**config.mk**
```make
export PLATFORM = sky130hd
export DESIGN_NAME = gpr_wb_arbiter
export DESIGN_NICKNAME = d
export VERILOG_FILES = /design/src/rtl/gpr_wb_arbiter.sv
export SDC_FILE = /design/constraint.sdc
export NUM_CORES = 1
export LEC_CHECK = 0
export CELL_PAD_IN_SITES_DETAIL_PLACEMENT = 0
export CELL_PAD_IN_SITES_GLOBAL_PLACEMENT = 1
export CORE_AREA = 4 4 209 211
export DETAILED_ROUTE_END_ITERATION = 7
export DIE_AREA = 0 0 213 215
export PLACE_DENSITY = 0.54
export SLEW_MARGIN = 20
export SYNTH_ARGS = -nofsm -noshare
export SYNTH_HDL_FRONTEND = slang
export SYNTH_SLANG_ARGS = --single-unit
```
**constraint.sdc**
```tcl
create_clock -name clk -period 5.6 [get_ports clk]
set_input_delay 0.84 -clock clk [delete_from_list [all_inputs] [get_ports clk]]
set_output_delay 0.84 -clock clk [all_outputs]
set_load 0.01 [all_outputs]
```
**src/rtl/gpr_wb_arbiter.sv**
```systemverilog
// gpr_wb_arbiter
//   Write-side front end of the GPR file. Merges in-order pipeline WB writes
//   (always accepted, highest priority) with results from the long-latency
//   unit, which are queued in a small FIFO behind a valid/ready handshake.
//   A query port lets ID forward data that is still pending.
//
// Ports
//   clk, reset            clock; synchronous active-low reset
//   wb_en/wb_rw/wb_data   pipeline write request
//   lu_valid/lu_rw/lu_data/lu_ready   long-latency result handshake
//   regWrite/rw/Wd        registered GPR write port
//   q_reg/q_hit/q_data    pending-write query (combinational)
//   pend_cnt              FIFO occupancy, killed entries included
//
// Build option
//   WB_FWD_EN  when defined, the query search is built; otherwise q_hit and
//              q_data are tied to zero.
module gpr_wb_arbiter #(
    parameter int DEPTH = 4,
    parameter int AW    = 2
) (
    input  logic          clk,
    input  logic          reset,
    input  logic          wb_en,
    input  logic [4:0]    wb_rw,
    input  logic [31:0]   wb_data,
    input  logic          lu_valid,
    input  logic [4:0]    lu_rw,
    input  logic [31:0]   lu_data,
    output logic          lu_ready,
    output logic          regWrite,
    output logic [4:0]    rw,
    output logic [31:0]   Wd,
    input  logic [4:0]    q_reg,
    output logic          q_hit,
    output logic [31:0]   q_data,
    output logic [AW:0]   pend_cnt
);

    localparam logic [AW:0] FULL = (AW+1)'(DEPTH);

    logic [4:0]       ent_rw   [DEPTH];
    logic [31:0]      ent_data [DEPTH];
    logic [DEPTH-1:0] ent_valid;
    logic [DEPTH-1:0] ent_kill;
    logic [AW-1:0]    wr_ptr;
    logic [AW-1:0]    rd_ptr;
    logic [AW:0]      count;

    logic wb_go;
    logic push;
    logic enq;
    logic pop;
    logic head_kill;

    assign pend_cnt  = count;
    assign lu_ready  = reset && (count < FULL);
    // A write to $0 is not a pipeline write, so the FIFO may drain instead.
    assign wb_go     = wb_en && (wb_rw != 5'd0);
    assign push      = lu_valid && lu_ready;
    // $0 results complete the handshake but are never stored.
    assign enq       = push && (lu_rw != 5'd0);
    assign pop       = !wb_go && (count != '0);
    assign head_kill = ent_kill[rd_ptr];

    always_ff @(posedge clk) begin
        if (!reset) begin
            regWrite  <= 1'b0;
            rw        <= 5'd0;
            Wd        <= 32'd0;
            wr_ptr    <= '0;
            rd_ptr    <= '0;
            count     <= '0;
            ent_valid <= '0;
            ent_kill  <= '0;
            for (int i = 0; i < DEPTH; i++) begin
                ent_rw[i]   <= 5'd0;
                ent_data[i] <= 32'd0;
            end
        end else begin
            if (wb_go) begin
                regWrite <= 1'b1;
                rw       <= wb_rw;
                Wd       <= wb_data;
                // Queued results for the same register are older than this
                // write and must never reach the register file.
                for (int i = 0; i < DEPTH; i++) begin
                    if (ent_valid[i] && (ent_rw[i] == wb_rw))
                        ent_kill[i] <= 1'b1;
                end
            end else if (pop) begin
                // A killed head still takes its slot this cycle.
                regWrite <= !head_kill;
                if (!head_kill) begin
                    rw <= ent_rw[rd_ptr];
                    Wd <= ent_data[rd_ptr];
                end
                ent_valid[rd_ptr] <= 1'b0;
                ent_kill[rd_ptr]  <= 1'b0;
                rd_ptr            <= rd_ptr + 1'b1;
            end else begin
                regWrite <= 1'b0;
            end

            // Placed after the kill loop so a same-edge push is never killed.
            if (enq) begin
                ent_rw[wr_ptr]    <= lu_rw;
                ent_data[wr_ptr]  <= lu_data;
                ent_valid[wr_ptr] <= 1'b1;
                ent_kill[wr_ptr]  <= 1'b0;
                wr_ptr            <= wr_ptr + 1'b1;
            end

            case ({enq, pop})
                2'b10:   count <= count + 1'b1;
                2'b01:   count <= count - 1'b1;
                default: count <= count;
            endcase
        end
    end

`ifdef WB_FWD_EN
    logic [AW-1:0] idx;

    // Walk oldest to youngest so the youngest live match wins; any FIFO match
    // overrides the output register.
    always_comb begin
        q_hit  = 1'b0;
        q_data = 32'd0;
        idx    = '0;
        if (q_reg != 5'd0) begin
            if (regWrite && (rw == q_reg)) begin
                q_hit  = 1'b1;
                q_data = Wd;
            end
            for (int i = 0; i < DEPTH; i++) begin
                idx = rd_ptr + AW'(i);
                if (((AW+1)'(i) < count) && ent_valid[idx] && !ent_kill[idx]
                    && (ent_rw[idx] == q_reg)) begin
                    q_hit  = 1'b1;
                    q_data = ent_data[idx];
                end
            end
        end
    end
`else
    logic unused_q;
    assign unused_q = ^q_reg;
    assign q_hit    = 1'b0;
    assign q_data   = 32'd0;
`endif

endmodule

```
* After elaboration in Yosys (flattened, before gate mapping) *
Memories as Yosys holds them, arrays and structs flattened. A register that Yosys moved wholly into a read port is not among the register bits.
Index checks and enable logic that the tools add are counted.

storage, ports and cells
  flip-flop bits (word level) = 53
  bits in writable memories = 148
  word-level logic and storage cells = 96
  memories = 2

memories
  memory    depth  width  rd ports  clocked after Yosys merged registers in  write ports  RTL line  text
  ent_data  4      32     1         1                                        4            43        logic [31:0] ent_data [DEPTH];
  ent_rw    4      5      5         1                                        4            42        logic [4:0] ent_rw [DEPTH];

operators by class
  $add $sub $neg = 4
  order comparisons = 5
  eq/ne operators = 7
  mux-type cells = 41
  bitwise logic cells = 7
  reduce and logical (&&, ||, !) cells = 22

operators with widths
  kind                   number
  $mux W32               4
  $mux W4                8
  $reduce_or A32 Y1      1
  $eq A5 B5 Y1           4
  $mux W5                4
  $mux W1                15
  $and A4 B4 Y4          3
  $mux W2                6
  $logic_and A1 B1 Y1    11
  $reduce_bool A5 Y1     2
  $not A4 Y4             2
  $lt A2 B3 Y1 const B   2
  $pmux W3 S2            1
  $reduce_or A5 Y1       1
  $add A2 B1 Y2 const B  2
  $demux W1 S2           2
  $ge A2 B1 Y1 const B   2
  $or A4 B4 Y4           1
  $reduce_and A2 Y1      2
  $reduce_bool A2 Y1     2
  $add A3 B1 Y3 const B  1
  $lt A3 B3 Y1 const B   1
  $reduce_bool A3 Y1     1
  $sub A3 B1 Y3 const B  1
  6 further kinds        7

* Logic depth before layout (Yosys ltp) *
  word-level depth = 11
  gate-level depth with buffers = 10

* Least setup slack after synthesis *
No wires, ideal clock.

  kind = input to register
  start = in reset
  end = mem ent_data[3][0] (enable)
  library setup time = 0.487 ns
  arrival time = 4.315 ns
  setup slack = 0.798 ns
  stages = 5
  path buffers = 1
  cell sequence = buf_2 and3b_1 o21a_2 inv_2 o31ai_1

RTL lines
  item         RTL line  text
  from (decl)  23        input logic reset,
  to (decl)    43

==> run metrics <==
status completed; min Tclk post-route approximately 4 ns; Clock Skew 0.0150 ns; drt total wl 26,000 µm; Buf/Inv on CP 3; Synth warnings 0; crit path cell chain clkdlybuf4s50_1 -> and3b_1 -> o21a_2 -> inv_2 -> nor3_4 -> nand2b_2 -> buf_4; postcts setup bufs 0; # Max-Cap Violations 0; Die Area 45,800 µm²; Synth Register Bits 203; delay-heaviest family, CP buffers and inverters; Core Region around 42,000 µm²; # clock sinks 203; Arrival @ worst endpoint 4.11 ns; clk slew on worst S/H paths 0.06 ns; Critical Path Start Type input pin; syn avg cell area between 10 and 15 µm²; Seq/Total Area, Yosys between 50% and 60%; share of layout cells above drive strength 1 16.7%; multi-input logic area 3540 µm²; CTS tree done; Clock Power Share 38.7%; endpoints failing setup 0; largest net degree at the start of global routing 44; Worst VDD drop 0.000190 V; Setup CP Type input pin to register; Setup WS pre-CTS 0.961 ns; dominant synthesized flop cell edfxtp_1; buffer depth of the longest clock path 3; routed via count 5,585; sequential share of power 43.8%; Hold/Removal Path Class register to register; Via density between 4 and 5; crit-path max cell delay 0.89 ns; ANT cells 0; Inserted Clock Buffers 26; post-route ant nets 0; PD cells 353 nW/µm²; root buffer cell clkbuf_16; nets around 900; FF/Latch Area approximately 5600 µm²; Comb power frac 17.4%; Slew Limit Fails 0; Netlist cell types roughly 40; CTS Hold Bufs 0; GR peak layer met2; slowest CP cell o21a_2; Slew @ Worst Pin 1.04 ns; number of global-route vias before repair 5,956; Post-Syn Area approximately 9500 µm²; fin crit share between 70% and 80%; dpl hpwl approximately 16,000 µm; # DRC 0; IO Pins 158; Clock Latency Late Sink 0.53 ns; unrepaired setup endpoints after global routing false; Post-Syn Instances 692; Final TNS setup 0 ns; fin area 11,900 µm²; setup ws final about 1.7 ns; met1 global-route usage 14.8%; die width 213 µm; number of flops mapped to enable cells by yosys about 150; Crit Path Max Fanout 43; DR iter-0 viols roughly 290; Slew HR a little under a third; met2 usage slightly below 20%; Pwr Total 4220 µW; critical path required time a little under 6 ns; most frequent cells in the layout edfxtp_1, and2_1, clkdlybuf4s50_1; cell taking the most area after synthesis edfxtp_1; final hold violation count 0; total congestion overflow 0; Rows 75; most area-consuming cells after synthesis edfxtp_1, dfxtp_1, and2_1; Internal 3100 µW; Port Buffers 119; fillcell total 4,239; Critical Path Sink Type register; Routed WL per cell 19.1 µm; utilization after layout 28.6%; commonest non-fill, non-tap cell in the layout edfxtp_1; H-tree depth 1; CTS resizes 0; P&R area growth vs syn 25.9%; total track usage between 10% and 20%; Peak Freq 254 MHz; Sw Ratio 26.6%; sw power 1120 µW; ys async rst share 0%; initial antenna violation count 2; initial core utilization between 20% and 30%; first-pass GRT wire length 39,200 µm; met3 usage 2.17%; Yosys top cell area share approximately 47%; Area after DPL 11,100 µm²; Pre-Repair DR Iteration Count 4; RD Place Congestion 0.720; DIE HEIGHT 215 µm; Static Leak 0.00417 µW
registers in the layout, summed over array words and instances, names as in the netlist, named ones only:
name / flops
Wd: 32
ent_data: 128
ent_kill: 4
ent_rw: 20
ent_valid: 4
pend_cnt: 3
rd_ptr: 2
regWrite: 1
rw: 5
wr_ptr: 2
worst min-delay path: stages (launching register included):
cell and delay, ns:
dfxtp_1 0.31, inv_1 0.05, o21ai_0 0.07
final cells by class:
class,instances,area share (%)
well taps,539,5.65
flip-flops and latches,203,46.5
clock inverters,10,0.912
clock buffers,38,6.09
repair buffers,132,10.8
multi-input cells,427,29.7
inverters,14,0.440
kinds of logic (layout without fill, tap and decap cells):
group / Yosys count / count (layout) / share of synthesized area [%]
AND/OR/NAND/NOR: 252 / 252 / 15.0
adder cells (fa/ha/maj): 10 / 10 / 1.40
multiplexers: 42 / 42 / 9.45
flip-flops: 203 / 203 / 58.5
AO/OA/AOI/OAI: 66 / 66 / 7.39
XOR/XNOR: 24 / 24 / 2.22
other: 1 / 33 / 0.0396
buffers and inverters: 94 / 194 / 6.02
cell usage after synthesis (2+ instances only):
master,instances
nor4_1,7
xor2_1,18
nor3_1,33
buf_4,34
ha_1,9
a31o_2,2
dfxtp_1,55
nand2b_1,3
nor3_2,4
clkbuf_1,30
edfxtp_1,148
a21oi_1,4
nand2_1,9
and2_1,144
mux4_2,38
o21ai_0,8
a21o_1,4
o21a_1,2
inv_1,13
a41oi_1,4
nor2_1,44
o221ai_2,30
or4_1,3
a211oi_1,6
buf_12,3
mux2i_1,4
buf_2,9
o221ai_1,2
nand3_1,2
buf_6,4
xnor2_1,6
through the flow:
step,hold WS (ns),cells
final,0.473,1363
after global routing,0.493,1363
after CTS,0.475,1363
after detailed placement,0.464,1315
after global placement,0.456,1315
after floorplan,0.441,724
final timing paths:
| kind | slack [ns] | depth (start not counted) | from | endpoint |
|---|---|---|---|---|
| max | 1.66 | 7 | lu_valid | ent_data[0][26] |
| min | 0.47 | 2 | ent_valid[2] | ent_valid[2] |
| max reg2reg | 2.03 | 6 | pend_cnt[2] | ent_data[0][26] |
| min reg2reg | 0.47 | 2 | ent_valid[2] | ent_valid[2] |
power groups by stage:
stage	sequential (µW)	combinational, µW	clock (µW)
after floorplan	1860	471	0
after global placement	1890	756	0
after detailed placement	1890	757	0
after CTS	1860	759	1700
after global routing	1870	813	1760
final	1850	736	1630
layer usage:
metal  vias up  share of wire, %
met4         4               1.6
met3        31               5.0
li1       2705                 -
met5         -              0.10
met1      2725                44
met2       120                50
Power figures use the tool's default switching activity.
